==> src/rtl/keypad_pkg.sv <==
// keypad_pkg: shared types, sizes and row-decode helpers for the keypad scanner
package keypad_pkg;
    localparam int KEY_W = 4;
    localparam int ROWS  = 4;
    localparam int COLS  = 4;

    typedef enum logic [1:0] {IDLE, CAND, PRESSED, RELEASE} state_t;
    typedef enum logic [1:0] {NONE, SINGLE, MULTI} result_t;

    function automatic logic [2:0] low_count(input logic [ROWS-1:0] rows);
        low_count = '0;
        for (int i = 0; i < ROWS; i++) low_count = low_count + {2'b00, ~rows[i]};
    endfunction

    function automatic logic [1:0] low_idx(input logic [ROWS-1:0] rows);
        low_idx = '0;
        for (int i = ROWS - 1; i >= 0; i--) if (!rows[i]) low_idx = 2'(i);
    endfunction
endpackage

==> src/rtl/keypad_col_scan.sv <==
// keypad_col_scan: column drive with per-column dwell counter and scan strobes
module keypad_col_scan
    import keypad_pkg::*;
#(
    parameter int SCAN_DIV = 16
) (
    input  logic            clk,
    input  logic            rst_n,
    output logic [COLS-1:0] col_out,
    output logic [1:0]      col_idx,
    output logic            sample_en,
    output logic            scan_done
);
    localparam int DW = $clog2(SCAN_DIV);

    logic [DW-1:0]   r_dwell;
    logic [1:0]      r_col;
    logic [COLS-1:0] r_col_out;

    assign sample_en = r_dwell == DW'(SCAN_DIV - 1);
    assign scan_done = sample_en && r_col == 2'd3;
    assign col_out   = r_col_out;
    assign col_idx   = r_col;

    // advance the column after its last dwell cycle; drive stays one-cold
    always_ff @(posedge clk or negedge rst_n) begin
        if (!rst_n) begin
            r_dwell   <= '0;
            r_col     <= '0;
            r_col_out <= 4'b1110;
        end else begin
            r_dwell <= sample_en ? '0 : r_dwell + 1'b1;
            if (sample_en) begin
                r_col     <= r_col + 1'b1;
                r_col_out <= {r_col_out[COLS-2:0], r_col_out[COLS-1]};
            end
        end
    end
endmodule

==> src/rtl/keypad_scanner.sv <==
// keypad_scanner: 4x4 keypad scan, debounce and ghost rejection producing one strobe per press
module keypad_scanner
    import keypad_pkg::*;
#(
    parameter int SCAN_DIV       = 16,
    parameter int DEBOUNCE_SCANS = 3
) (
    input  logic             clk,
    input  logic             rst_n,
    input  logic [ROWS-1:0]  row_in,
    output logic [COLS-1:0]  col_out,
    output logic [KEY_W-1:0] entry,
    output logic             enter_btn,
    output logic             key_held,
    output logic             multi_key
);
    localparam int CW = $clog2(DEBOUNCE_SCANS + 1);

    logic             w_sample_en, w_scan_done;
    logic [1:0]       w_col_idx;
    logic [ROWS-1:0]  r_sync1, r_sync2;
    logic [1:0]       r_acc_n;
    logic [KEY_W-1:0] r_acc_code;
    logic [2:0]       w_tot;
    logic [KEY_W-1:0] w_code;
    result_t          w_res;
    state_t           r_state, w_state;
    logic [CW-1:0]    r_cnt, w_cnt;
    logic [KEY_W-1:0] r_cand, w_cand, r_entry, w_entry;
    logic             r_btn, w_btn, r_held, w_held, r_multi, w_multi;

    keypad_col_scan #(.SCAN_DIV(SCAN_DIV)) u_col_scan (
        .clk      (clk),
        .rst_n    (rst_n),
        .col_out  (col_out),
        .col_idx  (w_col_idx),
        .sample_en(w_sample_en),
        .scan_done(w_scan_done)
    );

    assign w_tot   = {1'b0, r_acc_n} + low_count(r_sync2);
    assign w_res   = w_tot == 3'd0 ? NONE : w_tot == 3'd1 ? SINGLE : MULTI;
    assign w_code  = r_acc_n != 2'd0 ? r_acc_code : {low_idx(r_sync2), w_col_idx};

    assign entry     = r_entry;
    assign enter_btn = r_btn;
    assign key_held  = r_held;
    assign multi_key = r_multi;

    // two-flop synchroniser for the asynchronous row inputs
    always_ff @(posedge clk or negedge rst_n) begin
        if (!rst_n) begin
            r_sync1 <= '1;
            r_sync2 <= '1;
        end else begin
            r_sync1 <= row_in;
            r_sync2 <= r_sync1;
        end
    end

    // accumulate low-row count (saturating at 2) and first key code across one full scan
    always_ff @(posedge clk or negedge rst_n) begin
        if (!rst_n) begin
            r_acc_n    <= '0;
            r_acc_code <= '0;
        end else if (w_sample_en) begin
            r_acc_n    <= w_scan_done ? 2'd0 : (w_tot > 3'd1 ? 2'd2 : w_tot[1:0]);
            r_acc_code <= w_scan_done ? '0 : w_code;
        end
    end

    // debounce state and registered outputs
    always_ff @(posedge clk or negedge rst_n) begin
        if (!rst_n) begin
            r_state <= IDLE;
            r_cnt   <= '0;
            r_cand  <= '0;
            r_entry <= '0;
            r_btn   <= 1'b0;
            r_held  <= 1'b0;
            r_multi <= 1'b0;
        end else begin
            r_state <= w_state;
            r_cnt   <= w_cnt;
            r_cand  <= w_cand;
            r_entry <= w_entry;
            r_btn   <= w_btn;
            r_held  <= w_held;
            r_multi <= w_multi;
        end
    end

    // debounce next-state: acts only on completed scans
    always_comb begin
        w_state = r_state;
        w_cnt   = r_cnt;
        w_cand  = r_cand;
        w_entry = r_entry;
        w_btn   = 1'b0;
        w_held  = r_held;
        w_multi = w_scan_done && w_res == MULTI;
        if (w_scan_done) begin
            case (r_state)
                IDLE: if (w_res == SINGLE) begin
                    w_state = CAND;
                    w_cand  = w_code;
                    w_cnt   = CW'(1);
                end
                CAND: begin
                    if (w_res == SINGLE && w_code == r_cand) begin
                        if (r_cnt + 1'b1 == CW'(DEBOUNCE_SCANS)) begin
                            w_state = PRESSED;
                            w_entry = r_cand;
                            w_btn   = 1'b1;
                            w_held  = 1'b1;
                            w_cnt   = '0;
                        end else w_cnt = r_cnt + 1'b1;
                    end else if (w_res == SINGLE) begin
                        w_cand = w_code;
                        w_cnt  = CW'(1);
                    end else begin
                        w_state = IDLE;
                        w_cnt   = '0;
                    end
                end
                PRESSED: if (w_res == NONE) begin
                    w_state = RELEASE;
                    w_cnt   = CW'(1);
                end
                RELEASE: begin
                    if (w_res != NONE) begin
                        w_state = PRESSED;
                        w_cnt   = '0;
                    end else if (r_cnt + 1'b1 == CW'(DEBOUNCE_SCANS)) begin
                        w_state = IDLE;
                        w_held  = 1'b0;
                        w_cnt   = '0;
                    end else w_cnt = r_cnt + 1'b1;
                end
            endcase
        end
    end
endmodule
==> config.mk <==
export PLATFORM = sky130hd
export DESIGN_NAME = keypad_scanner
export DESIGN_NICKNAME = d
export VERILOG_FILES = /design/src/rtl/keypad_pkg.sv /design/src/rtl/keypad_col_scan.sv /design/src/rtl/keypad_scanner.sv
export SDC_FILE = /design/constraint.sdc
export NUM_CORES = 1
export LEC_CHECK = 0
export ABC_AREA = 1
export BUFFER_PORTS_ARGS = -buffer_cell sky130_fd_sc_hd__buf_2
export CORE_MARGIN = 3
export CORE_UTILIZATION = 50
export CTS_BUF_LIST = sky130_fd_sc_hd__clkbuf_8
export DETAILED_ROUTE_END_ITERATION = 16
export PLACE_DENSITY_LB_ADDON = 0.12
export SLEW_MARGIN = 5
export SYNTH_ARGS = -nofsm -noshare
export SYNTH_HDL_FRONTEND = slang
export SYNTH_SLANG_ARGS = --single-unit
export TNS_END_PERCENT = 50
==> constraint.sdc <==
create_clock -name clk -period 2.8 [get_ports clk]
set_clock_uncertainty 0.1 [all_clocks]
set_input_delay 0.14 -clock clk [delete_from_list [all_inputs] [get_ports clk]]
set_output_delay 0.14 -clock clk [all_outputs]
set_load 0.005 [all_outputs]
==> results.yml <==
timing:
  fmax_ghz: 0.352
  holdWs_ps: 256
  worst_slew_pin_slew_ps: 828
  maxSlewViolCount: 0
  finalSetupViolCount: 3
  period_needed_ps: 2840
  post-route-period-util: 1.01
  finalHoldViolCount: 0
  timing.setup.tns_ps: -67.5
  setup_slack_ps: -39.4
  timing.slew.headroom: 0.448
  rsz0062_at_grt: "yes"
grt:
  grt_max_degree: 40
  grt_pass1_wl_mm: 6.28
  antenna_found_initial: 0
  grt_usage: 0.188
  grt_pass1_vias: 1471
  grt-ovfl-total: 0
pwr:
  p_seq_frac: 0.380
  comb_power_share: 0.333
  pwr-share-clk: 0.287
  p_sw_frac: 0.330
  powerDensity_nw_per_um2: 708
  leakagePower_nw: 1.18
  power.switching_w: 0.000548
  ir_drop_mv: 0.446
  p_int_w: 0.00111
setup_path:
  worstSetupEndpointType: "register"
  crit_fanout: 3
  start_kind: "register"
  cp_data_arrival_time_ps: 2970
  cpMaxStageDelayCell: "fa_1"
  crit_top_cell: "nand2_1"
  required_ps: 2930
  crit_chain: "fa_1 -> inv_2 -> fa_2 -> fa_1 -> nor2_1 -> nand2_2 -> nor2_4 -> a31o_2 -> o21ai_2 -> nand2_1 -> nand2_1 -> nand2_1"
  critPathTopFamily: "adder cells"
  crit_type: "reg2reg"
  cp.buffers_inverters: 1
  critical_path.max_stage_delay_ps: 550
die:
  die_h_um: 67.4
  rows: 21
  die_w_um: 67.4
  die_area_um2: 4540
  initial_core_util: 0.540
  io_pins: 17
  coreArea_um2: 3490
yosys:
  synth_nets: 220
  yosys-top-cells-area: "dfrtp_1 (37%), dfstp_2 (15%), nand2_1 (13%)"
  yosys_most_used_dff: "dfrtp_1"
  syn_area_um2: 1890
  yosysTopAreaCell: "dfrtp_1"
  yosysMostFrequentCell: "nand2_1"
  avgSynthCellArea_um2: 9.02
  ys_warn_count: 0
  synth.distinct_cells: 26
  async_flop_share: 1.00
  synth_edf_count: 0
  ys_top_cells_by_count: "nand2_1 (64), dfrtp_1 (28), inv_1 (26)"
  syn_inst: 209
  synth_top_area_frac: 0.372
  ys_seq_elements: 39
  yosysSeqAreaShare: 0.525
drt:
  vias_per_cell: 4.94
  drt_iter0_markers: 84
  wl_per_cell_um: 12.6
  firstDrtPassIters: 4
  drt_wl_total_mm: 3.70
  ant_nets: 0
  drc_errors: 0
  num_vias: 1446
clock_network:
  clk_latency_ps: 290
  clockRootBuffer: "clkbuf_8"
  cts_buffers: 5
  cts_tree: "yes"
  clockBufferDepth: 2
  clkTransAtPathRegs_ps: 80
  numClockSinks: 39
  htree_num_levels: 2
cells_and_area:
  drive_gt1_frac: 0.372
  nFillCells: 287
  fin_nets: 257
  diodes: 0
  syn_to_final_growth_pct: 24.4
status:
  violations: "setup timing"
  outcome: "complete, but fails checks"
placement:
  gp_congestion: 0.836
  dp_hpwl_mm: 2.61
  io_buffers: 16
worst_hold_path:
  hold_class: "reg2reg"
run:
  max_cap_viol_count: 0
-- registers in the layout, summed over array words and instances, names as in the netlist --
register            flops
enter_btn               1
entry                   4
key_held                1
multi_key               1
r_acc_code              4
r_acc_n                 2
r_cand                  4
r_cnt                   2
r_state                 2
r_sync1                 4
r_sync2                 4
u_col_scan.col_idx      2
u_col_scan.col_out      4
u_col_scan.r_dwell      4
-- stage by stage --
stage                     instance area [µm²]  setup WS (ps)  power (W)   util  std cells
after floorplan                          1890          0.599   0.000959      -        209
after global placement                   2070          -24.9    0.00106  0.593        276
after detailed placement                 2070           -132    0.00109  0.593        276
after CTS                                2290          -50.5    0.00161  0.654        290
after global routing                     2350           -147    0.00176  0.671        293
final                                    2350          -39.4    0.00166  0.671        293
-- path summary, 6_finish.rpt --
check,startpoint,end,slack [ps],depth (start not counted)
worst max-delay path,r_sync2[0],r_state[1],-40,12
worst min-delay path,r_sync1[0],r_sync2[0],260,0
worst max register to register,r_sync2[0],r_state[1],-40,12
worst min register to register,r_sync1[0],r_sync2[0],260,0
max in group asynchronous,rst_n,u_col_scan.col_out[0],1690,2
min in group asynchronous,rst_n,r_cnt[1],370,2
-- final cells by class --
cell class	instances	area, µm²	area share
Sequential cell	39	990	0.422
Multi-Input combinational cell	138	855	0.364
Timing Repair Buffer	31	209	0.0891
Inverter	31	118	0.0501
Clock buffer	6	82.6	0.0352
Tap cell	46	57.6	0.0245
Clock inverter	2	35.0	0.0149
-- power by group through the flow --
stage / clock (W) / sequential, W / combinational (W)
floorplan: 0 / 0.000640 / 0.000319
global placement: 0 / 0.000639 / 0.000420
detailed placement: 0 / 0.000642 / 0.000445
CTS: 0.000490 / 0.000632 / 0.000492
global route: 0.000523 / 0.000636 / 0.000602
finish: 0.000476 / 0.000632 / 0.000553
-- routing by layer --
metal  global-route usage  share of wire  vias up
met1                0.199           0.40      687
met4               0.0684          0.015        0
met5                    0              0        -
met2                0.352           0.55       26
li1                     -              -      727
met3               0.0499          0.034        6
-- cell usage in the layout, fill, tap and decap left out, types with 5 or more instances in the layout --
cell type      instances
nand2_1               59
dfrtp_1               28
inv_1                 24
buf_2                 16
nand3_1               13
nand2_2               11
dfstp_2               11
buf_4                  9
nor2_4                 7
nor2_1                 7
inv_2                  6
o21ai_0                6
o21ai_2                6
clkbuf_8               6
dlygate4sd3_1          5
-- kinds of logic (layout without fill, tap and decap cells) --
kind of cell / after synthesis / count (layout) / share of synthesized area
buf+inv: 33 / 70 / 0.0657
flops: 39 / 39 / 0.525
xor+xnor: 2 / 2 / 0.00929
fa+ha+maj: 5 / 5 / 0.0451
simple gates: 110 / 111 / 0.282
compound gates: 20 / 20 / 0.0730
-- repair_timing --
action / 4_1_cts / 5_1_grt
gates resized for setup: 11 / 10
pin swaps: 5 / 10
hold buffers: 5 / 0
setup buffers: 0 / 3
setup endpoints to repair: 14 / 14
hold endpoints to repair: 32 / 0
gates cloned: 1 / 0
Note: power is estimated with default switching activity, not from simulation.
